## config.mk

```make
export PLATFORM = sky130hd
export DESIGN_NAME = seven_segment_scanner
export DESIGN_NICKNAME = d
export VERILOG_FILES = /design/src/rtl/seven_segment_scanner.sv
export SDC_FILE = /design/constraint.sdc
export NUM_CORES = 1
export LEC_CHECK = 0
export BUFFER_PORTS_ARGS = -buffer_cell sky130_fd_sc_hd__buf_2
export CORE_UTILIZATION = 30
export DETAILED_ROUTE_END_ITERATION = 8
export PLACE_DENSITY = 0.6
export SYNTH_ARGS = -nofsm -noshare
export SYNTH_HDL_FRONTEND = slang
export SYNTH_SLANG_ARGS = --single-unit
```

## constraint.sdc

```tcl
create_clock -name i_Clk -period 1.8 [get_ports i_Clk]
set_input_delay 0.36 -clock i_Clk [delete_from_list [all_inputs] [get_ports i_Clk]]
set_output_delay 0.36 -clock i_Clk [all_outputs]
set_load 0.02 [all_outputs]
```

## src/rtl/seven_segment_scanner.sv

```systemverilog
// Multiplexed common-anode seven-segment scanner: frame-latched shadow inputs,
// per-digit blink and decimal point, leading-zero blanking and PWM brightness.
module seven_segment_scanner #(
  parameter int CLK_IN          = 5000000,
  parameter int DIGIT_NUM       = 4,
  parameter int DISPLAY_REFRESH = 5000,
  parameter int BLINK_HZ        = 2,
  parameter int PWM_BITS        = 3
) (
  input  logic                     i_Clk,
  input  logic                     i_Reset_n,
  input  logic [4*DIGIT_NUM-1:0]   i_BCD_Num,
  input  logic [DIGIT_NUM-1:0]     i_DP,
  input  logic [DIGIT_NUM-1:0]     i_Blink_Mask,
  input  logic                     i_Blank_Leading,
  input  logic [PWM_BITS-1:0]      i_Brightness,
  output logic [6:0]               o_Segments,
  output logic                     o_DP,
  output logic [DIGIT_NUM-1:0]     o_Anodes,
  output logic                     o_Frame_Done
);

  localparam int unsigned SLOT_CYCLES = CLK_IN / DISPLAY_REFRESH;
  localparam int unsigned BLINK_HALF  = CLK_IN / (2 * BLINK_HZ);
  localparam int unsigned NUM_DIGITS  = DIGIT_NUM;
  localparam int unsigned CW = $clog2(SLOT_CYCLES + 1);
  localparam int unsigned DW = (DIGIT_NUM > 1) ? $clog2(DIGIT_NUM) : 1;
  localparam int unsigned BW = (BLINK_HALF > 1) ? $clog2(BLINK_HALF) : 1;

  logic [CW-1:0]          slot_cnt;
  logic [CW-1:0]          on_cycles;
  logic [DW-1:0]          digit_idx;
  logic [BW-1:0]          blink_cnt;
  logic                   blink_phase;
  logic                   loaded;

  logic [4*DIGIT_NUM-1:0] sh_bcd;
  logic [DIGIT_NUM-1:0]   sh_dp;
  logic [DIGIT_NUM-1:0]   sh_blink;
  logic                   sh_blank_en;

  logic                   slot_last;
  logic                   digit_last;
  logic                   frame_end;
  logic [DIGIT_NUM-1:0]   lead_blank;
  logic                   run;
  int unsigned            k;
  logic [3:0]             cur_nibble;
  logic                   cur_dp;
  logic                   lit;

  function automatic logic [6:0] seg_decode(input logic [3:0] v);
    case (v)
      4'd0:    return 7'b1000000;
      4'd1:    return 7'b1111001;
      4'd2:    return 7'b0100100;
      4'd3:    return 7'b0110000;
      4'd4:    return 7'b0011001;
      4'd5:    return 7'b0010010;
      4'd6:    return 7'b0000010;
      4'd7:    return 7'b1111000;
      4'd8:    return 7'b0000000;
      4'd9:    return 7'b0010000;
      default: return 7'b0111111;
    endcase
  endfunction

  assign slot_last  = (slot_cnt == CW'(SLOT_CYCLES - 1));
  assign digit_last = (digit_idx == DW'(DIGIT_NUM - 1));
  assign frame_end  = slot_last && digit_last;

  // Leading run walks from the leftmost digit down; digit 0 is never part of it.
  always_comb begin
    lead_blank = '0;
    run        = sh_blank_en;
    k          = 0;
    for (int unsigned i = 0; i < NUM_DIGITS - 1; i++) begin
      k = NUM_DIGITS - 1 - i;
      if (run && sh_bcd[k*4 +: 4] == 4'd0 && !sh_dp[k])
        lead_blank[k] = 1'b1;
      else
        run = 1'b0;
    end
  end

  assign cur_nibble = sh_bcd[{digit_idx, 2'b00} +: 4];
  assign cur_dp     = sh_dp[digit_idx];
  assign lit = (slot_cnt != '0) && (slot_cnt < on_cycles) &&
               !(blink_phase && sh_blink[digit_idx]) && !lead_blank[digit_idx];

  always_ff @(posedge i_Clk or negedge i_Reset_n) begin
    if (!i_Reset_n) begin
      slot_cnt     <= '0;
      digit_idx    <= '0;
      blink_cnt    <= '0;
      blink_phase  <= 1'b0;
      loaded       <= 1'b0;
      sh_bcd       <= '0;
      sh_dp        <= '0;
      sh_blink     <= '0;
      sh_blank_en  <= 1'b0;
      on_cycles    <= '0;
      o_Segments   <= 7'h7F;
      o_DP         <= 1'b1;
      o_Anodes     <= '1;
      o_Frame_Done <= 1'b0;
    end else begin
      if (slot_last) begin
        slot_cnt  <= '0;
        digit_idx <= digit_last ? '0 : digit_idx + 1'b1;
      end else begin
        slot_cnt  <= slot_cnt + 1'b1;
      end

      if (blink_cnt == BW'(BLINK_HALF - 1)) begin
        blink_cnt   <= '0;
        blink_phase <= ~blink_phase;
      end else begin
        blink_cnt   <= blink_cnt + 1'b1;
      end

      // Shadows change only when slot 0 of digit 0 is next, which is always dark.
      if (!loaded || frame_end) begin
        loaded      <= 1'b1;
        sh_bcd      <= i_BCD_Num;
        sh_dp       <= i_DP;
        sh_blink    <= i_Blink_Mask;
        sh_blank_en <= i_Blank_Leading;
        on_cycles   <= CW'(((32'(i_Brightness) + 32'd1) * SLOT_CYCLES) >> PWM_BITS);
      end

      o_Frame_Done <= frame_end;
      if (lit) begin
        o_Anodes   <= ~(DIGIT_NUM'(1) << digit_idx);
        o_Segments <= seg_decode(cur_nibble);
        o_DP       <= ~cur_dp;
      end else begin
        o_Anodes   <= '1;
        o_Segments <= 7'h7F;
        o_DP       <= 1'b1;
      end
    end
  end

endmodule

```

==> impl_metrics.yaml <==
status:
  status: "finished with violations"
  violations: "setup timing"
critical_path:
  cp_max_fo: 4
  crit_type: "in2reg"
  setup.worst_path.start_class: "primary input"
  required_ns: 2.03
  endpoint_kind: "flip-flop"
  reg2reg_slack_ns: -0.11
  crit_arrival_ns: 2.78
global_route:
  grt_pass1_vias: 3547
  grt_start_max_net_pins: 42
  grt_remaining_overflow: 0
  grt_pass1_wl_um: 17080
  antenna_found_initial: 0
  track_usage_pct: 14.50
routing:
  ant_nets: 0
  drt_iter0_markers: 169
  firstDrtPassIters: 4
  wl_um: 10330
  viasPerCell: 4.764
  drc_errors: 0
  vias: 3621
  post_drt_wl_per_cell_um: 13.60
cells_and_area:
  drive_above_1_share_pct: 42.53
  multi_input_area_mm2: 0.002554
  syn_to_final_growth_pct: 44.21
  layout_common_cells: "dfrtp_1 (69), nand2_1 (61), buf_4 (61), buf_2 (38), nand2_2 (31)"
  layout.nets: 637
  final_common_cell: "dfrtp_1"
  final_cells: 760
  seqCellArea_mm2: 0.002095
  antenna_cells: 0
  fillers: 1360
yosys:
  syn-cell-area_mm2: 0.004432
  synth-seq-area-share_pct: 47.20
  synth-seq-cells: 83
  ys_types: 49
  synthFlopType: "dfrtp_1"
  synth_async_sr_flop_share_pct: 100.0
  synth_area_leader_cell: "dfrtp_1"
  syn_inst: 447
  netlist_top_cells_area: "dfrtp_1 (40%), ha_1 (9.3%), nand2_1 (8.6%)"
  syn_area_per_cell_um2: 9.914
  synth_edf_count: 0
  ys_warn_count: 0
  synth.top_cell.area_share_pct: 40.09
  synth_fp_nets: 513
floorplanning:
  die_h_um: 123.5
  core_area_mm2: 0.01448
  io_pins: 43
  die_x_um: 123.5
  start_util_pct: 30.61
  die-area_mm2: 0.01526
  row_count: 44
placed_design:
  dpl.cell_count: 726
  hpwlAfterDp_um: 7382
  gp_congestion: 0.8363
  portBuffers: 42
cts:
  cts-root-buf: "clkbuf_16"
  clk_pin_slew_ns: 0.06
  ctsHtreeMaxLevel: 3
  ctsLongestPathBuffers: 2
  cts_tree: "built"
  cts_made_buffers: 9
  clock_sinks: 83
  clock_latency_ns: 0.34
power:
  p_seq_share_pct: 39.2
  p_total_mw: 5.566
  swShare_pct: 28.78
  pwr_density_cell_mw_per_mm2: 870.9
  ir_worst_vdd_mv: 0.4809
  p_clk_share_pct: 33.7
  p_comb_share_pct: 27.1
  p_switching_mw: 1.602
  intPower_mw: 3.964
  power_leakage_nw: 3.119
worst_hold_path:
  hp-class: "in2reg"
timing:
  slew_viol_final: 0
  fin_skew_ns: 0.008089
  clock.fmax_mhz: 392.2
  grt_setup_unrepaired: "yes"
  postLayoutSetupSlackWorst_ns: -0.7495
  finalCritPeriodShare_pct: 141.6
  hold_viol: 0
  layout_min_cycle_time_ns: 2.550
  setup_viol: 28
job:
  cap_violations: 0
## power groups by stage
stage	Clock, mW	Combinational [mW]	Sequential, mW
floorplan	0	0.666	2.27
global placement	0	1.18	2.20
detailed placement	0	1.22	2.21
CTS	1.90	1.40	2.18
global route	1.99	1.69	2.20
finish	1.87	1.51	2.18
## through the flow
step | instance area, um^2 | hold slack (ns) | setup WS (ns) | setup TNS (ns) | utilization (%)
after floorplan | 4504 | 0.06441 | -0.9997 | -3.635 | -
after global placement | 5440 | 0.2882 | -1.198 | -8.351 | 37.57
after detailed placement | 5440 | 0.2899 | -1.251 | -10.12 | 37.57
after CTS | 6127 | 0.2061 | -0.7242 | -3.731 | 42.32
after global routing | 6391 | 0.2133 | -0.8467 | -6.577 | 44.14
final | 6391 | 0.2111 | -0.7495 | -3.922 | 44.14
## routing by layer
layer	GRT usage (%)	share of wire [%]	vias up
met5	0	0	-
met4	4.669	1.2	0
met2	22.87	49	60
met3	3.137	3.4	8
li1	-	-	1766
met1	19.70	47	1787
## sequential cells by signal, summed over array words and instances (netlist names)
signal,flops
on_cycles,10
slot_cnt,10
sh_dp,4
sh_bcd,16
o_Frame_Done,1
blink_cnt,21
o_Segments,7
digit_idx,2
sh_blank_en,1
o_Anodes,4
blink_phase,1
o_DP,1
sh_blink,4
loaded,1
## cell families (layout without fill, tap and decap cells)
group / Yosys count / count (layout) / synth area share [%]
AOI/OAI and AO/OA: 51 / 51 / 7.764
xor gates and xnor gates: 32 / 32 / 6.324
adders and majority gates: 36 / 36 / 10.67
buffers and inverters: 43 / 172 / 4.235
DFF: 83 / 83 / 47.20
muxes: 10 / 10 / 4.122
other: 1 / 1 / 0.08462
and+or+nand+nor: 191 / 191 / 19.59
## cell usage after synthesis, types with 4 or more instances
cell / n
nand3_1: 18
ha_1: 33
buf_2: 9
a21oi_1: 11
mux4_2: 4
and3_1: 10
mux2i_1: 4
nor4_1: 6
xnor2_1: 12
nor2_1: 25
inv_1: 28
nor2b_1: 4
nand2_1: 102
nand4_1: 8
clkbuf_1: 4
dfstp_2: 12
o21ai_0: 16
dfrtp_1: 71
xor2_1: 20
nand2b_1: 4
## repair_timing
item / 4_1_cts / 5_1_grt
gates cloned: 3 / 1
endpoints found under the setup margin: 45 / 49
setup buffers: 10 / 4
gates resized for setup: 61 / 62
pin swaps: 34 / 47
hold endpoints to repair: 12 / 0
hold buffers: 1 / 0
## path summary, 6_finish.rpt
path / start / to / cells after the start
setup / recovery: i_Brightness[1] / on_cycles[9] / 12
hold / removal: i_BCD_Num[10] / sh_bcd[10] / 3
setup reg to reg: digit_idx[0] / o_Segments[0] / 5
hold reg to reg: sh_bcd[3] / sh_bcd[3] / 2
max in group asynchronous: i_Reset_n / sh_blink[1] / 3
min in group asynchronous: i_Reset_n / blink_cnt[10] / 2
## critical path: stages
cell     delay (ns)
buf_12         0.11
ha_4           0.18
xor2_4         0.16
ha_4           0.27
inv_2          0.03
fa_1           0.50
inv_2          0.05
fa_2           0.35
a211o_1        0.25
a32oi_2        0.21
a21oi_2        0.08
a211o_1        0.22
## final cells by class
type	instances	share of cell area, %
repair buffers	128	17.15
multi-input cells	321	39.96
clock buffers	11	3.798
clock inverters	5	0.9593
flip-flops and latches	83	32.77
well taps	184	3.602
inverters	28	1.762
No activity file was read; power rests on OpenSTA's default activity.
